## src/rtl/t03_icache_pkg.sv

```systemverilog
// Shared definitions for the direct-mapped instruction cache:
// FSM states, default geometry and address-field layout.
package t03_icache_pkg;

  typedef enum logic [1:0] {
    LOOKUP = 2'd0,
    FILL   = 2'd1,
    COMMIT = 2'd2
  } state_t;

  localparam int ADDR_W             = 32;
  localparam int DATA_W             = 32;
  localparam int BYTE_OFF_W         = 2;

  localparam int DEF_NUM_LINES      = 8;
  localparam int DEF_WORDS_PER_LINE = 4;

  // Field positions for the default geometry (8 lines x 4 words).
  localparam int DEF_OFF_LSB        = 2;
  localparam int DEF_IDX_LSB        = 4;
  localparam int DEF_TAG_LSB        = 7;
  localparam int DEF_TAG_W          = 25;

  // Tag width left over once byte, word and index bits are removed.
  function automatic int tag_width(input int num_lines, input int words_per_line);
    return ADDR_W - BYTE_OFF_W - $clog2(num_lines) - $clog2(words_per_line);
  endfunction

endpackage

```

## src/rtl/t03_icache_data_array.sv

```systemverilog
// Instruction data storage: one synchronous write port used by the
// line fill, one combinational read port used by the zero-wait hit path.
module t03_icache_data_array
  import t03_icache_pkg::*;
#(
  parameter int NUM_LINES      = DEF_NUM_LINES,
  parameter int WORDS_PER_LINE = DEF_WORDS_PER_LINE,
  parameter int IDX_W          = $clog2(NUM_LINES),
  parameter int OFF_W          = $clog2(WORDS_PER_LINE)
) (
  input  logic              clk,
  input  logic              wr_en,
  input  logic [IDX_W-1:0]  wr_line,
  input  logic [OFF_W-1:0]  wr_word,
  input  logic [DATA_W-1:0] wr_data,
  input  logic [IDX_W-1:0]  rd_line,
  input  logic [OFF_W-1:0]  rd_word,
  output logic [DATA_W-1:0] rd_data
);

  logic [DATA_W-1:0] mem [NUM_LINES*WORDS_PER_LINE];

  // Fill writes land one word per accepted memory beat.
  always_ff @(posedge clk) begin
    if (wr_en) begin
      mem[{wr_line, wr_word}] <= wr_data;
    end
  end

  assign rd_data = mem[{rd_line, rd_word}];

endmodule

```

## src/rtl/t03_icache_fetch.sv

```systemverilog
// Direct-mapped, read-only instruction cache in front of the PC.
// Hits return in the same cycle; a miss freezes the PC while the whole
// line is fetched word by word, then one COMMIT cycle publishes the tag.
module t03_icache_fetch
  import t03_icache_pkg::*;
#(
  parameter int NUM_LINES      = DEF_NUM_LINES,
  parameter int WORDS_PER_LINE = DEF_WORDS_PER_LINE
) (
  input  logic        clk,
  input  logic        rst,
  input  logic [31:0] addr_in,
  input  logic        fetch_en,
  input  logic        flush,
  output logic [31:0] instr_out,
  output logic        instr_valid,
  output logic        stall,
  output logic        mem_req,
  output logic [31:0] mem_addr,
  input  logic [31:0] mem_rdata,
  input  logic        mem_ack,
  output logic [15:0] miss_count
);

  localparam int OFF_W   = $clog2(WORDS_PER_LINE);
  localparam int IDX_W   = $clog2(NUM_LINES);
  localparam int TAG_W   = tag_width(NUM_LINES, WORDS_PER_LINE);
  localparam int OFF_LSB = BYTE_OFF_W;
  localparam int IDX_LSB = OFF_LSB + OFF_W;
  localparam int TAG_LSB = IDX_LSB + IDX_W;
  localparam logic [OFF_W-1:0] LAST_WORD = OFF_W'(WORDS_PER_LINE - 1);

  state_t                 state_reg, state_next;
  logic [31:OFF_LSB]      fetch_addr_reg;
  logic                   req_active_reg;
  logic [OFF_W-1:0]       fill_cnt_reg;
  logic                   flush_pending_reg;
  logic [15:0]            miss_count_reg;
  logic [NUM_LINES-1:0]   valid_reg;
  logic [TAG_W-1:0]       tag_mem [NUM_LINES];

  logic [OFF_W-1:0]       f_off;
  logic [IDX_W-1:0]       f_idx;
  logic [TAG_W-1:0]       f_tag;
  logic                   line_hit;
  logic                   lookup_miss;
  logic                   fill_we;
  logic [DATA_W-1:0]      rd_data;
  logic                   unused_byte_bits;

  // Byte offset never matters for word fetches.
  assign unused_byte_bits = &addr_in[OFF_LSB-1:0];

  assign f_off = fetch_addr_reg[IDX_LSB-1:OFF_LSB];
  assign f_idx = fetch_addr_reg[TAG_LSB-1:IDX_LSB];
  assign f_tag = fetch_addr_reg[31:TAG_LSB];

  assign line_hit    = valid_reg[f_idx] && (tag_mem[f_idx] == f_tag);
  assign lookup_miss = (state_reg == LOOKUP) && req_active_reg && !line_hit;
  assign miss_count  = miss_count_reg;

  t03_icache_data_array #(
    .NUM_LINES      (NUM_LINES),
    .WORDS_PER_LINE (WORDS_PER_LINE),
    .IDX_W          (IDX_W),
    .OFF_W          (OFF_W)
  ) u_data (
    .clk     (clk),
    .wr_en   (fill_we),
    .wr_line (f_idx),
    .wr_word (fill_cnt_reg),
    .wr_data (mem_rdata),
    .rd_line (f_idx),
    .rd_word (f_off),
    .rd_data (rd_data)
  );

  // Next state and all outputs; mem_ack only matters while FILL drives mem_req.
  always_comb begin
    state_next  = state_reg;
    stall       = 1'b0;
    instr_valid = 1'b0;
    instr_out   = '0;
    mem_req     = 1'b0;
    mem_addr    = '0;
    fill_we     = 1'b0;
    case (state_reg)
      LOOKUP: begin
        if (req_active_reg) begin
          if (line_hit) begin
            instr_valid = 1'b1;
            instr_out   = rd_data;
          end else begin
            stall      = 1'b1;
            state_next = FILL;
          end
        end
      end
      FILL: begin
        stall    = 1'b1;
        mem_req  = 1'b1;
        mem_addr = {f_tag, f_idx, fill_cnt_reg, 2'b00};
        if (mem_ack) begin
          fill_we = 1'b1;
          if (fill_cnt_reg == LAST_WORD) begin
            state_next = COMMIT;
          end
        end
      end
      COMMIT: begin
        stall      = 1'b1;
        state_next = LOOKUP;
      end
      default: state_next = LOOKUP;
    endcase
  end

  // Control state; reset abandons any fill in flight.
  always_ff @(posedge clk or posedge rst) begin
    if (rst) begin
      state_reg         <= LOOKUP;
      fetch_addr_reg    <= '0;
      req_active_reg    <= 1'b0;
      fill_cnt_reg      <= '0;
      flush_pending_reg <= 1'b0;
      miss_count_reg    <= '0;
    end else begin
      state_reg <= state_next;
      if (!stall) begin
        fetch_addr_reg <= addr_in[31:OFF_LSB];
        req_active_reg <= fetch_en;
      end
      if (lookup_miss) begin
        miss_count_reg <= miss_count_reg + 16'd1;
        fill_cnt_reg   <= '0;
      end else if (fill_we) begin
        fill_cnt_reg <= fill_cnt_reg + OFF_W'(1);
      end
      // A flush seen mid-refill is deferred so the line being filled is also dropped.
      if (state_reg == FILL && flush) begin
        flush_pending_reg <= 1'b1;
      end else if (state_reg == COMMIT) begin
        flush_pending_reg <= 1'b0;
      end
    end
  end

  // Valid bits: flush clears everything; COMMIT publishes the new line unless a flush is owed.
  always_ff @(posedge clk or posedge rst) begin
    if (rst) begin
      valid_reg <= '0;
    end else if (state_reg == LOOKUP && flush) begin
      valid_reg <= '0;
    end else if (state_reg == COMMIT) begin
      if (flush_pending_reg || flush) begin
        valid_reg <= '0;
      end else begin
        valid_reg[f_idx] <= 1'b1;
      end
    end
  end

  // Tag store has no reset; valid bits gate every use of it.
  always_ff @(posedge clk) begin
    if (state_reg == COMMIT) begin
      tag_mem[f_idx] <= f_tag;
    end
  end

endmodule

```

## config.mk

```make
export PLATFORM = sky130hd
export DESIGN_NAME = t03_icache_fetch
export DESIGN_NICKNAME = d
export VERILOG_FILES = /design/src/rtl/t03_icache_pkg.sv /design/src/rtl/t03_icache_data_array.sv /design/src/rtl/t03_icache_fetch.sv
export SDC_FILE = /design/constraint.sdc
export NUM_CORES = 1
export LEC_CHECK = 0
export CAP_MARGIN = 20
export CORE_MARGIN = 4
export CORE_UTILIZATION = 35
export CTS_CLUSTER_SIZE = 14
export DETAILED_ROUTE_END_ITERATION = 8
export SLEW_MARGIN = 30
export SYNTH_ARGS = -nofsm -noshare
export SYNTH_HDL_FRONTEND = slang
export SYNTH_SLANG_ARGS = --single-unit
```

## constraint.sdc

```tcl
create_clock -name clk -period 13.9 [get_ports clk]
set_clock_uncertainty 0.05 [all_clocks]
set_input_delay 4.17 -clock clk [delete_from_list [all_inputs] [get_ports clk]]
set_output_delay 4.17 -clock clk [all_outputs]
set_load 0.02 [all_outputs]
```

==> results.json, run 1 <==
{
  "grt_pass1_wl_um": 171200,
  "synthArstFlopShare": 0.04673,
  "cp_max_fo": 43,
  "drt_first_pass_iters": 6,
  "fin_cells": 4456,
  "cts_sinks": 1284,
  "final_cell_mix": "1224 x edfxtp_1, 296 x mux4_2, 138 x clkbuf_16, 117 x clkdlybuf4s50_1, 114 x o22ai_1",
  "grt_max_degree": 107,
  "nNetsFinal": 2560,
  "setup_tns_ns": 0,
  "grt_pass1_vias": 24507,
  "setup_viol": 0,
  "ios": 152,
  "cts_buffers": 135,
  "endpoint_kind": "output port",
  "startpoint_type": "flip-flop",
  "rsz0062_at_grt": "no",
  "ir_drop_v": 0.0001167,
  "clkSlewWorstSetupHoldPaths_ns": 0.05,
  "crit_required_ns": 9.68,
  "routabilityCongestion": 0.7411,
  "clk_latency_ns": 0.74,
  "cp.arrival_ns": 6.13,
  "synth_edf_count": 1224,
  "clock-root-buffer": "clkbuf_16",
  "netlist_area_um2": 49340,
  "die_w_um": 383.5,
  "holdWs_ns": 0.4297,
  "hold_viol": 0,
  "path_class": "reg -> out",
  "layout-drive-gt1-share": 0.2612,
  "core_area_um2": 139700,
  "fin_crit_ns": 10.35,
  "grt_use_total": 0.1595,
  "numPortBuffers": 147,
  "synth-seq-cells": 1284,
  "status": "finished clean",
  "slew-limit-headroom": 0.3610,
  "cts_setup_buffers": 0,
  "antenna_found_initial": 10,
  "row_count": 137,
  "drt_iter0_markers": 2440,
  "clock_path_buffers": 3,
  "tritoncts": "done",
  "dieArea_um2": 147000,
  "synthCells": 2251,
  "dp_hpwl_um": 66570,
  "period_share": 0.7443,
  "report.final.slew_viol_count": 0,
  "power.density_nw_per_um2": 193.3,
  "routed_wirelength_um": 118300,
  "tightest_slew_ns": 0.9555,
  "post_drt_wl_per_cell_um": 26.56,
  "regToRegSetupSlack_ns": 9.15,
  "vias_per_cell": 5.348,
  "maxCapViolations": 0,
  "max_freq_mhz": 96.65,
  "p_total_w": 0.01112,
  "syn_area_per_cell_um2": 21.92,
  "ys_seq_area_frac": 0.7753,
  "synth.distinct_cells": 56,
  "cts_hold_buf": 0,
  "hold_path.class": "reg -> reg",
  "synth-warning-count": 0,
  "dp.cells": 4220,
  "largest_reg_flops": 1024,
  "htreeDepth": 4,
  "power.leakage_nw": 18.23,
  "dr_total_vias": 23829,
  "synth_ff_type": "edfxtp_1",
  "drcViolationCount": 0,
  "area_delta_synth_final_pct": 16.57,
  "ant_nets": 0,
  "start_util": 0.3532,
  "nFillCells": 12092,
  "grt_overflow": 0,
  "postCtsResizedCells": 0,
  "layout_commonest_cell": "edfxtp_1",
  "die_h_um": 383.5
}
==> logic make-up (layout without fill, tap and decap cells) <==
| kind of cell | after synthesis | in the layout | synth area share |
|---|---|---|---|
| multiplexers | 390 | 390 | 0.1572 |
| AND/OR/NAND/NOR | 234 | 234 | 0.02581 |
| XOR/XNOR | 36 | 36 | 0.006390 |
| flip-flops | 1284 | 1284 | 0.7753 |
| other | 1 | 5 | 0.00007600 |
| adder cells (fa/ha/maj) | 9 | 9 | 0.002282 |
| buffers and inverters | 135 | 460 | 0.01156 |
| AO/OA/AOI/OAI | 162 | 162 | 0.02130 |
==> cell usage after synthesis (all sizes together), types with 9 or more instances <==
library cell  count  share of area
buf              35         0.0040
xnor2            12         0.0021
ha                9         0.0023
inv               9        0.00068
and2             34         0.0043
mux2i            57          0.012
nor2             58         0.0044
mux4            296           0.14
clkbuf           90         0.0068
xor2             24         0.0043
mux2             37          0.011
edfxtp         1224           0.74
nor4             26         0.0033
and3             33         0.0042
a211oi            9         0.0014
a21oi            11         0.0011
dfrtp            60          0.030
nor3             12         0.0013
nand3            18         0.0018
o22ai           114          0.014
nand2            18         0.0014
==> layer usage <==
metal,wire [µm],GRT usage
met5,13,0
met4,2175,0.03931
met3,8173,0.03029
met2,58570,0.2622
met1,49420,0.2205
==> critical path: stages (launching register included) <==
cell	delay [ns]
dfrtp_4	0.76
buf_4	0.66
mux4_2	0.59
mux2i_1	0.20
xor2_1	0.25
nand4_1	0.12
or3_1	0.53
nor3_4	0.21
buf_4	0.43
and2_1	0.52
and3_1	0.38
clkdlybuf4s50_1	0.66
==> final timing paths <==
path	from	to	depth (start not counted)
worst max-delay path	fetch_addr_reg[4]	instr_out[4]	11
worst min-delay path	miss_count[15]	miss_count[15]	1
worst max register to register	fetch_addr_reg[4]	fetch_addr_reg[27]	10
worst min register to register	miss_count[15]	miss_count[15]	1
max in group asynchronous	rst	fetch_addr_reg[5]	3
min in group asynchronous	rst	fetch_addr_reg[24]	3
==> per-stage QoR <==
step / area [µm²] / worst slack, ns / util
2_1_floorplan: 49350 / 6.064 / -
3_5_place_dp: 53500 / 4.248 / 0.3829
6_report: 57520 / 3.554 / 0.4117
3_3_place_gp: 53470 / 4.302 / 0.3827
4_1_cts: 57610 / 3.405 / 0.4124
5_1_grt: 57510 / 3.220 / 0.4117
==> layout make-up <==
cell class	count	area, µm²	area share
clock buffer	171	3577	0.06219
antenna	3	7.507	0.0001305
inverter	10	37.54	0.0006526
tap	1876	2347	0.04081
sequential	1284	38280	0.6655
clock inverter	61	534.3	0.009289
multi-input combinational	833	10820	0.1882
timing repair buffer	218	1914	0.03328
==> report_power, final <==
part	internal (W)	total [W]	switching (W)
Sequential	0.00451	0.00479	0.000271
Clock	0.00191	0.00337	0.00146
Combinational	0.00139	0.00297	0.00158
Note: power is estimated with default switching activity, not from simulation.
==> run 2, diff against run 1 <==
Clock period 13.9 ns to 10.2 ns, I/O delays scaled along.
==> run 2 against run 1 <==
Die area unchanged. Via count about the same. Non-clock buffer count up 1. First-iteration DRC count down 2.4%. Clock power up 37%. Wire length up 1.3%. Cell count up 0.16%. Core utilization up 0.076 points. Hold slack worse by 0.014 ns. Critical endpoint unchanged. Largest cell class unchanged. Highest routed layer unchanged.
==> results.json, run 2 (synthesis results as in run 1) <==
{
  "status": "finished clean",
  "grt_pass1_vias": 24649,
  "tightest_slew_ns": 0.9625,
  "crit_chain": "buf_4, nor2b_2, a22o_1, nor3_1, nor3_1, nand4bb_1, nor3_4, buf_4, and2_1, and3_1, clkdlybuf4s50_1",
  "intPower_w": 0.01067,
  "vias_per_cell": 5.336,
  "cts_sinks": 1284,
  "nNetsFinal": 2560,
  "core_area_um2": 139700,
  "clk_latency_ns": 0.75,
  "power.leakage_nw": 18.31,
  "power_switching_w": 0.004548,
  "start_util": 0.3532,
  "dr_total_vias": 23813,
  "die_h_um": 383.5,
  "multi_input_area_um2": 10820,
  "clkSlewWorstSetupHoldPaths_ns": 0.06,
  "cts_setup_buffers": 0,
  "power_frac_clock": 0.304,
  "drt_first_pass_iters": 5,
  "row_count": 137,
  "tritoncts": "done",
  "cp_max_fo": 46,
  "setup_viol": 0,
  "maxCapViolations": 0,
  "layout_commonest_cell": "edfxtp_1",
  "drcViolationCount": 0,
  "area_delta_synth_final_pct": 16.78,
  "die_w_um": 383.5,
  "post_drt_wl_per_cell_um": 26.85,
  "htreeDepth": 4,
  "regArea_um2": 38280,
  "cp.arrival_ns": 6.19,
  "postCtsResizedCells": 0,
  "rsz0062_at_grt": "no",
  "p_total_w": 0.01522,
  "ir_drop_v": 0.0001780,
  "grt_max_degree": 116,
  "crit_required_ns": 7.09,
  "drt_iter0_markers": 2382,
  "report.final.slew_viol_count": 0,
  "final_cell_mix": "1224 x edfxtp_1, 296 x mux4_2, 138 x clkbuf_16, 119 x clkdlybuf4s50_1, 114 x o22ai_1",
  "dp_hpwl_um": 67190,
  "slew-limit-headroom": 0.3563,
  "power_switching_share": 0.2988,
  "layout-drive-gt1-share": 0.2634,
  "startpoint_type": "flip-flop",
  "clock_path_buffers": 3,
  "slowest_stage": "dfrtp_4",
  "grt_pass1_wl_um": 173400,
  "fin_crit_ns": 9.301,
  "largest_reg_flops": 1024,
  "setup_tns_ns": 0,
  "cpPeakStageDelay_ns": 0.89,
  "ios": 152,
  "dieArea_um2": 147000,
  "clock-root-buffer": "clkbuf_16",
  "endpoint_kind": "output port",
  "routabilityCongestion": 0.7395,
  "pwr-share-seq": 0.429,
  "hold_path.class": "reg -> reg",
  "path_class": "reg -> out",
  "comb_power_share": 0.266,
  "power.density_nw_per_um2": 264.2,
  "ant_nets": 0,
  "cts_buffers": 134,
  "numPortBuffers": 147,
  "antenna_found_initial": 9,
  "nFillCells": 12100,
  "period_share": 0.9119,
  "max_freq_mhz": 107.5,
  "cts_hold_buf": 0,
  "routed_wirelength_um": 119900,
  "grt_overflow": 0,
  "grt_use_total": 0.1620,
  "hold_viol": 0
}
-- run 2: per-layer routing --
layer	vias up	share of wire	GRT usage
met5	-	0.00011	0
met4	2	0.019	0.04057
met3	162	0.071	0.03183
met2	886	0.50	0.2720
met1	12817	0.41	0.2179
li1	9946	-	-
-- run 2: layout make-up --
class,count,share of cell area
Antenna cell,2,0.00008685
Clock buffer,164,0.06162
Clock inverter,75,0.01079
Inverter,10,0.0006514
Multi-Input combinational cell,833,0.1878
Sequential cell,1284,0.6642
Tap cell,1876,0.04073
Timing Repair Buffer,219,0.03405
-- run 2: final timing paths --
| path | end | cells past startpoint | from | slack [ns] |
|---|---|---|---|---|
| worst max-delay path | instr_out[4] | 11 | fetch_addr_reg[6] | 0.90 |
| worst min-delay path | miss_count[15] | 1 | miss_count[15] | 0.42 |
| worst max register to register | u_data.mem[21][23] | 6 | fetch_addr_reg[6] | 5.24 |
| worst min register to register | miss_count[15] | 1 | miss_count[15] | 0.42 |
| max in group asynchronous | fetch_addr_reg[6] | 4 | rst | 6.90 |
| min in group asynchronous | fetch_addr_reg[24] | 3 | rst | 2.60 |
-- run 2: power groups by stage --
stage / Clock, W / Combinational (W) / Sequential (W)
2_1_floorplan: 0 / 0.00292 / 0.00641
3_3_place_gp: 0 / 0.00403 / 0.00665
3_5_place_dp: 0 / 0.00410 / 0.00666
4_1_cts: 0.00474 / 0.00411 / 0.00655
5_1_grt: 0.00497 / 0.00433 / 0.00658
6_report: 0.00463 / 0.00406 / 0.00653
-- run 2: critical path, delay by kind of cell (launching register included) --
family	cells	cell delay [ns]
compound gates	1	0.30
buf+inv	3	1.58
flops	1	0.89
simple gates	7	2.60
-- run 2: per-stage QoR --
| stage | worst slack (ns) | hold WS, ns | cell area (µm²) | util | cells |
|---|---|---|---|---|---|
| floorplan | 3.474 | 0.4073 | 49350 | - | 2252 |
| detailed placement | 1.593 | 0.4102 | 53520 | 0.3831 | 4220 |
| global route | 0.5985 | 0.4451 | 57620 | 0.4124 | 4461 |
| finish | 0.8988 | 0.4158 | 57620 | 0.4125 | 4463 |
| global placement | 1.645 | 0.4072 | 53490 | 0.3829 | 4219 |
| CTS | 0.7502 | 0.4212 | 57690 | 0.4130 | 4459 |
==> run 3, diff against run 2 <==
Settings changed: CTS_CLUSTER_SIZE 14 to not set.
==> results of run 3 <==
Same layout as run 2: the final DEF is identical, and so are final timing and power.
